===== config.mk =====
export PLATFORM = sky130hd
export DESIGN_NAME = input_conditioner
export DESIGN_NICKNAME = d
export VERILOG_FILES = /design/src/rtl/input_conditioner.sv
export SDC_FILE = /design/constraint.sdc
export NUM_CORES = 1
export LEC_CHECK = 0
export ABC_AREA = 1
export CORE_AREA = 2 2 142 75
export CTS_CLUSTER_DIAMETER = 80
export CTS_CLUSTER_SIZE = 8
export DETAILED_ROUTE_END_ITERATION = 10
export DIE_AREA = 0 0 144 77
export PLACE_DENSITY_LB_ADDON = 0.1
export SYNTH_ARGS = -nofsm -noshare
export SYNTH_HDL_FRONTEND = slang
export SYNTH_SLANG_ARGS = --single-unit
export TNS_END_PERCENT = 100

===== constraint.sdc =====
create_clock -name CLOCK_50 -period 1.4 [get_ports CLOCK_50]
set_input_delay 0.14 -clock CLOCK_50 [delete_from_list [all_inputs] [get_ports CLOCK_50]]
set_output_delay 0.14 -clock CLOCK_50 [all_outputs]
set_load 0.01 [all_outputs]

===== src/rtl/input_conditioner.sv =====
// Push-button conditioner: 2-flop synchronizers, per-button debounce with press pulses,
// left/right lockout and a gravity tick timer. Define AUTOREPEAT_EN to add left/right auto-repeat.
module input_conditioner #(
    parameter int unsigned DEBOUNCE_CYCLES = 500000,
    parameter int unsigned GRAVITY_CYCLES  = 25000000,
    parameter int unsigned REPEAT_DELAY    = 15000000,
    parameter int unsigned REPEAT_RATE     = 5000000
) (
    input  logic CLOCK_50,
    input  logic resetn,
    input  logic btn_left_n,
    input  logic btn_right_n,
    input  logic btn_rot_n,
    input  logic gravity_en,
    output logic left_final,
    output logic right_final,
    output logic rot_final,
    output logic tick_gravity
);

    localparam int unsigned DB_W = $clog2(DEBOUNCE_CYCLES) + 1;
    localparam logic [DB_W-1:0] DB_LAST = DB_W'(DEBOUNCE_CYCLES - 1);
    localparam int unsigned GR_W = $clog2(GRAVITY_CYCLES) + 1;
    localparam logic [GR_W-1:0] GR_LAST = GR_W'(GRAVITY_CYCLES - 1);

    // Every period parameter must be at least one cycle.
    if (DEBOUNCE_CYCLES == 0 || GRAVITY_CYCLES == 0 || REPEAT_DELAY == 0 || REPEAT_RATE == 0)
    begin : g_bad_cfg
        $error("input_conditioner: all cycle parameters must be non-zero");
    end

    // Button index: 0 = left, 1 = right, 2 = rotate.
    logic [2:0]      w_btn_raw_n;
    logic [2:0]      r_sync1;
    logic [2:0]      r_sync2;
    logic [2:0]      r_stable;
    logic [DB_W-1:0] r_db_cnt [3];
    logic [2:0]      w_db_hit;
    logic [2:0]      w_press;

    logic            w_left_evt;
    logic            w_right_evt;

    logic            r_left_final;
    logic            r_right_final;
    logic            r_rot_final;

    logic [GR_W-1:0] r_grav_cnt;
    logic            r_tick_gravity;

    assign w_btn_raw_n = {btn_rot_n, btn_right_n, btn_left_n};

    always_comb begin
        w_db_hit = '0;
        w_press  = '0;
        for (int i = 0; i < 3; i++) begin
            w_db_hit[i] = (r_sync2[i] != r_stable[i]) && (r_db_cnt[i] == DB_LAST);
            w_press[i]  = w_db_hit[i] & r_sync2[i];
        end
    end

    // Synchronizers hold the inverted (active-high) level so reset means "released".
    always_ff @(posedge CLOCK_50 or negedge resetn) begin
        if (!resetn) begin
            r_sync1  <= '0;
            r_sync2  <= '0;
            r_stable <= '0;
            for (int i = 0; i < 3; i++) begin
                r_db_cnt[i] <= '0;
            end
        end else begin
            r_sync1 <= ~w_btn_raw_n;
            r_sync2 <= r_sync1;
            for (int i = 0; i < 3; i++) begin
                if (r_sync2[i] == r_stable[i]) begin
                    r_db_cnt[i] <= '0;
                end else if (r_db_cnt[i] == DB_LAST) begin
                    r_db_cnt[i] <= '0;
                    r_stable[i] <= r_sync2[i];
                end else begin
                    r_db_cnt[i] <= r_db_cnt[i] + 1'b1;
                end
            end
        end
    end

`ifdef AUTOREPEAT_EN
    localparam int unsigned REP_MAX = (REPEAT_DELAY > REPEAT_RATE) ? REPEAT_DELAY : REPEAT_RATE;
    localparam int unsigned REP_W = $clog2(REP_MAX) + 1;
    localparam logic [REP_W-1:0] REP_DELAY_LAST = REP_W'(REPEAT_DELAY - 1);
    localparam logic [REP_W-1:0] REP_RATE_LAST  = REP_W'(REPEAT_RATE - 1);

    logic [REP_W-1:0] r_rep_cnt [2];
    logic [1:0]       r_rep_phase;
    logic [1:0]       w_release;
    logic [1:0]       w_rep_fire;

    // Phase 0 waits REPEAT_DELAY after the press pulse, phase 1 repeats every REPEAT_RATE.
    always_comb begin
        w_release  = '0;
        w_rep_fire = '0;
        for (int i = 0; i < 2; i++) begin
            w_release[i]  = w_db_hit[i] & ~r_sync2[i];
            w_rep_fire[i] = r_stable[i] & ~w_release[i] &
                            (r_rep_cnt[i] == (r_rep_phase[i] ? REP_RATE_LAST : REP_DELAY_LAST));
        end
    end

    always_ff @(posedge CLOCK_50 or negedge resetn) begin
        if (!resetn) begin
            r_rep_phase <= '0;
            for (int i = 0; i < 2; i++) begin
                r_rep_cnt[i] <= '0;
            end
        end else begin
            for (int i = 0; i < 2; i++) begin
                if (!r_stable[i] || w_release[i]) begin
                    r_rep_cnt[i]   <= '0;
                    r_rep_phase[i] <= 1'b0;
                end else if (w_rep_fire[i]) begin
                    r_rep_cnt[i]   <= '0;
                    r_rep_phase[i] <= 1'b1;
                end else begin
                    r_rep_cnt[i] <= r_rep_cnt[i] + 1'b1;
                end
            end
        end
    end

    assign w_left_evt  = w_press[0] | w_rep_fire[0];
    assign w_right_evt = w_press[1] | w_rep_fire[1];
`else
    assign w_left_evt  = w_press[0];
    assign w_right_evt = w_press[1];
`endif

    // Simultaneous left and right events cancel each other.
    always_ff @(posedge CLOCK_50 or negedge resetn) begin
        if (!resetn) begin
            r_left_final  <= 1'b0;
            r_right_final <= 1'b0;
            r_rot_final   <= 1'b0;
        end else begin
            r_left_final  <= w_left_evt & ~w_right_evt;
            r_right_final <= w_right_evt & ~w_left_evt;
            r_rot_final   <= w_press[2];
        end
    end

    always_ff @(posedge CLOCK_50 or negedge resetn) begin
        if (!resetn) begin
            r_grav_cnt     <= '0;
            r_tick_gravity <= 1'b0;
        end else if (!gravity_en) begin
            r_grav_cnt     <= '0;
            r_tick_gravity <= 1'b0;
        end else if (r_grav_cnt == GR_LAST) begin
            r_grav_cnt     <= '0;
            r_tick_gravity <= 1'b1;
        end else begin
            r_grav_cnt     <= r_grav_cnt + 1'b1;
            r_tick_gravity <= 1'b0;
        end
    end

    assign left_final   = r_left_final;
    assign right_final  = r_right_final;
    assign rot_final    = r_rot_final;
    assign tick_gravity = r_tick_gravity;

endmodule

; Yosys cells after proc, flatten, opt, wreduce, memory -nomap -nowiden
; Cells that the tools add are included.
[totals]
wordCells = 54
out_inout_bits = 4
regBits = 99
[op_classes]
n_bitwise = 11
reduce_logical = 6
muxes = 10
add_sub_neg = 4
n_eq_ne = 10
[ops]
columns = op, count
row1 = $mux 20, 6
row2 = $add 20x1->20 const B, 3
row3 = $eq 20x19->1 const B, 3
row4 = $mux 26, 2
row5 = $add 26x1->26 const B, 1
row6 = $eq 26x25->1 const B, 1
row7 = $reduce_and 2->1, 3
row8 = $and 1x1->1, 5
row9 = $not 1->1, 5
row10 = $eq 1x1->1, 3
row11 = $logic_and 1x1->1, 3
row12 = $ne 1x1->1, 3
row13 = $not 3->3, 1
row14 = $mux 1, 2

; Logic depth before layout (Yosys ltp)
[depth]
word_depth = 5
ltp_mapped = 9
ltp_nobuf = 9

; Worst setup path after synthesis
; OpenSTA, ideal clock, no wires.
[synth_path]
path_kind = register to register
from = register r_grav_cnt[0]
to = register r_grav_cnt[13]
n_path_buf = 1
setup_ns = 0.119
arrival_time_ns = 1.298
path_stages_with_launch = 10
required_time_ns = 1.281
period_less_slack_ns = 1.417
path_slack_ns = -0.017
path_cell_list = dfrtp_1 > ha_1 > nand2_1 > nor2_2 > nand2_1 > nor2_2 > nand3_2 > nand2_2 > buf_6 > nor2_1
[synth_between]
elab_chain_len = 3
elab_cells_between_ends = 4
classes_between = 1 x add/sub / 1 x eq/ne / 2 x mux
[synth_rtl]
columns = item, line_no
row1 = "start, declared", 48  ; logic [GR_W-1:0] r_grav_cnt;
row2 = "start signal, assigned", 161  ; r_grav_cnt <= r_grav_cnt + 1'b1;
row3 = $add 26x1->26 / $eq 26x25->1 (equally long branches), "161, 157"
row4 = $mux 26 (*), 157  ; end else if (r_grav_cnt == GR_LAST) begin
row5 = $mux 26 (*), 154  ; end else if (!gravity_en) begin
; Mark *: on every way between the ends. The rest lies on a longest branch, timed or not.
; A chain may end at the register's enable or synchronous reset.

; Final worst setup path
[layout_path]
from = register r_db_cnt[20] in the netlist's numbering
to = register r_db_cnt[38] in the netlist's numbering
[layout_between]
elab_chain_len = 3
elab_cells_between_ends = 4
classes_between = 1 x add/sub / 1 x eq/ne / 2 x mux
[layout_rtl]
columns = item, line_no
row1 = "start, declared", 37  ; logic [DB_W-1:0] r_db_cnt [3];
row2 = "start signal, assigned by index", 81  ; r_db_cnt[i] <= r_db_cnt[i] + 1'b1;
row3 = $add 20x1->20 / $eq 20x19->1 (equally long branches), "81, 77"
row4 = $mux 20 (*), 77  ; end else if (r_db_cnt[i] == DB_LAST) begin
row5 = $mux 20 (*), 75  ; if (r_sync2[i] == r_stable[i]) begin
; Marks and branches as above.

==> impl_results.md <==
- Status: complete, but fails checks
- Failing checks: negative setup slack
- First-pass GRT wire length: 23.4 mm
- H-tree depth: 3
- Synth Instances: 754
- Setup ws final: -0.0555 ns
- Drc violations: 0
- Largest net degree at the start of global routing: 27
- Ys flop type: dfrtp_1
- Main area contributors after synthesis: dfrtp_1 45%, nor2_1 13%, nand2_1 12%
- Worst vdd ir: 0.000681 V
- LEAKAGE: 0.00315 uW
- Worst Skew: 0.00428 ns
- Tcrit/Tclk final: 104%
- Antenna cells: 0
- Die W: 144 um
- CP endpoint kind: register
- GPL Wtd Cong: 0.948
- Syn avg cell area: 7.29 um^2
- WS Path Type: register to register
- Sequential area share after synthesis: 45.1%
- Max Slew Vio Count: 0
- Total gr overflow: 0
- Port bufs: 9
- Root Buffer: clkbuf_16
- Ys Warns: 0
- Clk slew on worst S/H paths: 0.06 ns
- Full die area: 11,100 um^2
- Num CTS Buffers: 9
- DRT iter0 DRCs: 586
- Slew headroom: 75.5%
- CTS tree: done
- CP Data Required Time: 1.67 ns
- First-pass DRT Iterations: 5
- Pwr per Cell Area: 802 nW/um^2
- Layout cell share with drive strength beyond 1: 26.3%
- Final hold violation count: 0
- FP Rows: 26
- CP Launch Type: register
- Synth cell count leaders: 194 x nor2_1, 174 x nand2_1, 99 x dfrtp_1, 89 x inv_1, 64 x nand3_1
- Fmax: 687 MHz
- EDFF count, synth: 0
- Total core area: 9860 um^2
- Nets: 857
- Vias: 5,210
- Vias in the first global route: 4,821
- Worst-Skew Late Latency: 0.34 ns
- Final setup TNS: -0.319 ns
- Post-Syn Area: 5500 um^2
- Initial Utilization: 55.8%
- Final min period: 1.46 ns
- Setup Viol. Count Final: 18
- Ys async rst share: 100%
- Clk sink count: 99
- Antenna Nets Post-Route: 0
- Fillcell total: 725
- Top-count cell post-synth: nor2_1
- Slew @ Worst Pin: 0.366 ns
- P&R area growth vs syn: 30.8%
- Final HPWL from detailed placement: 10.2 mm
- Critical path peak fanout: 5
- WHS: 0.254 ns
- Yosys cell types: 29
- Post-Layout Cell Count: 992
- Worst EP arrival: 1.73 ns
- Syn_nets: 764
- Area share of the largest cell type after synthesis: 45.1%
- Routed wire length: 14.7 mm
- RSZ-0062 raised after global routing: yes
- Max Root-Sink Buffers: 2
- GRT Resource Usage Total: 26.9%
- DP Cell Count: 958
- Die Span Y: 77 um
- Via density: 5.25
- Initial antenna violation count: 0
- #FFs+latches synth: 99
- I/O Pins: 10
- Post-synth top area cell: dfrtp_1
- Worst min-delay path class: input port to asynchronous set/reset pin
- Max_cap viols: 0
- Routed len/inst: 14.8 um
==> state kept, by name, indices dropped and copies added (netlist names) <==
register,count
r_stable,3
left_final,1
rot_final,1
r_grav_cnt,26
tick_gravity,1
right_final,1
r_db_cnt,60
r_sync2,3
r_sync1,3
==> layer usage <==
metal  share of wire, %  global-route usage, %  vias to the layer above
met3                6.8                   7.56                       26
met1                 49                   41.4                     2487
met2                 43                   37.3                      176
met4                1.4                   5.78                        0
met5                  0                      0                        -
li1                   -                      -                     2521
==> cell usage in the layout, fill, tap and decap left out, drive strengths merged, types with 10 or more instances in the layout <==
cell type	n
nor2	215
nand2	177
dfrtp	99
inv	92
buf	77
nand3	65
xor2	33
nand4	13
clkbuf	12
a21oi	10
nor3	10
==> report_power, final <==
| part | internal, uW | total [uW] | switching [uW] |
|---|---|---|---|
| clock | 1430 | 2530 | 1090 |
| sequential | 2890 | 2930 | 37.8 |
| combinational | 120 | 301 | 181 |
==> kinds of logic after synthesis <==
| family | share of synthesized area, % |
|---|---|
| simple gates | 38.2 |
| xor+xnor | 6.67 |
| fa+ha+maj | 0.911 |
| flops | 45.1 |
| compound gates | 2.14 |
| buf+inv | 6.97 |
==> final cells by class <==
class	instances	area (um^2)	share of cell area, %
well taps	140	175	2.44
inverters	93	352	4.89
clock inverters	4	50.0	0.696
flip-flops and latches	99	2490	34.6
repair buffers	86	733	10.2
multi-input cells	558	3140	43.7
clock buffers	12	246	3.43
==> final timing paths <==
path / slack (ns) / to / depth (start not counted) / from
max: -0.06 / r_db_cnt[38] / 9 / r_db_cnt[20]
min in group CLOCK_50: 0.27 / r_sync1[0] / 2 / btn_left_n
max in group asynchronous: 0.60 / r_db_cnt[48] / 3 / resetn
min: 0.25 / r_db_cnt[59] / 2 / resetn
max reg2reg: -0.06 / r_db_cnt[38] / 9 / r_db_cnt[20]
min reg2reg: 0.35 / r_sync2[0] / 0 / r_sync1[0]
==> through the flow <==
stage,instance area [um^2],util [%],setup WS [ns],power (uW)
2_1_floorplan,5510,-,0.0118,3070
3_3_place_gp,6220,63.1,-0.0277,3220
3_5_place_dp,6220,63.1,-0.0692,3230
4_1_cts,6650,67.4,-0.0166,5750
5_1_grt,7190,72.9,-0.141,5950
6_report,7190,72.9,-0.0555,5760
==> critical path, cell delays in order (launching register included) <==
cell and delay, ns:
dfrtp_1 0.41, ha_4 0.17, nand2_4 0.06, nor2_4 0.19, nand2_4 0.10, nor2_4 0.16
nand2_1 0.06, nand2_1 0.07, nand2_1 0.05, nor2_1 0.10
==> timing repair <==
item,4_1_cts,5_1_grt
pin swaps,3,47
endpoints found under the hold margin,20,0
cloned,0,0
setup endpoints to repair,36,78
buffers inserted,3,15
hold buffers,1,0
resized for setup,29,126
No activity file was read; power rests on OpenSTA's default activity.
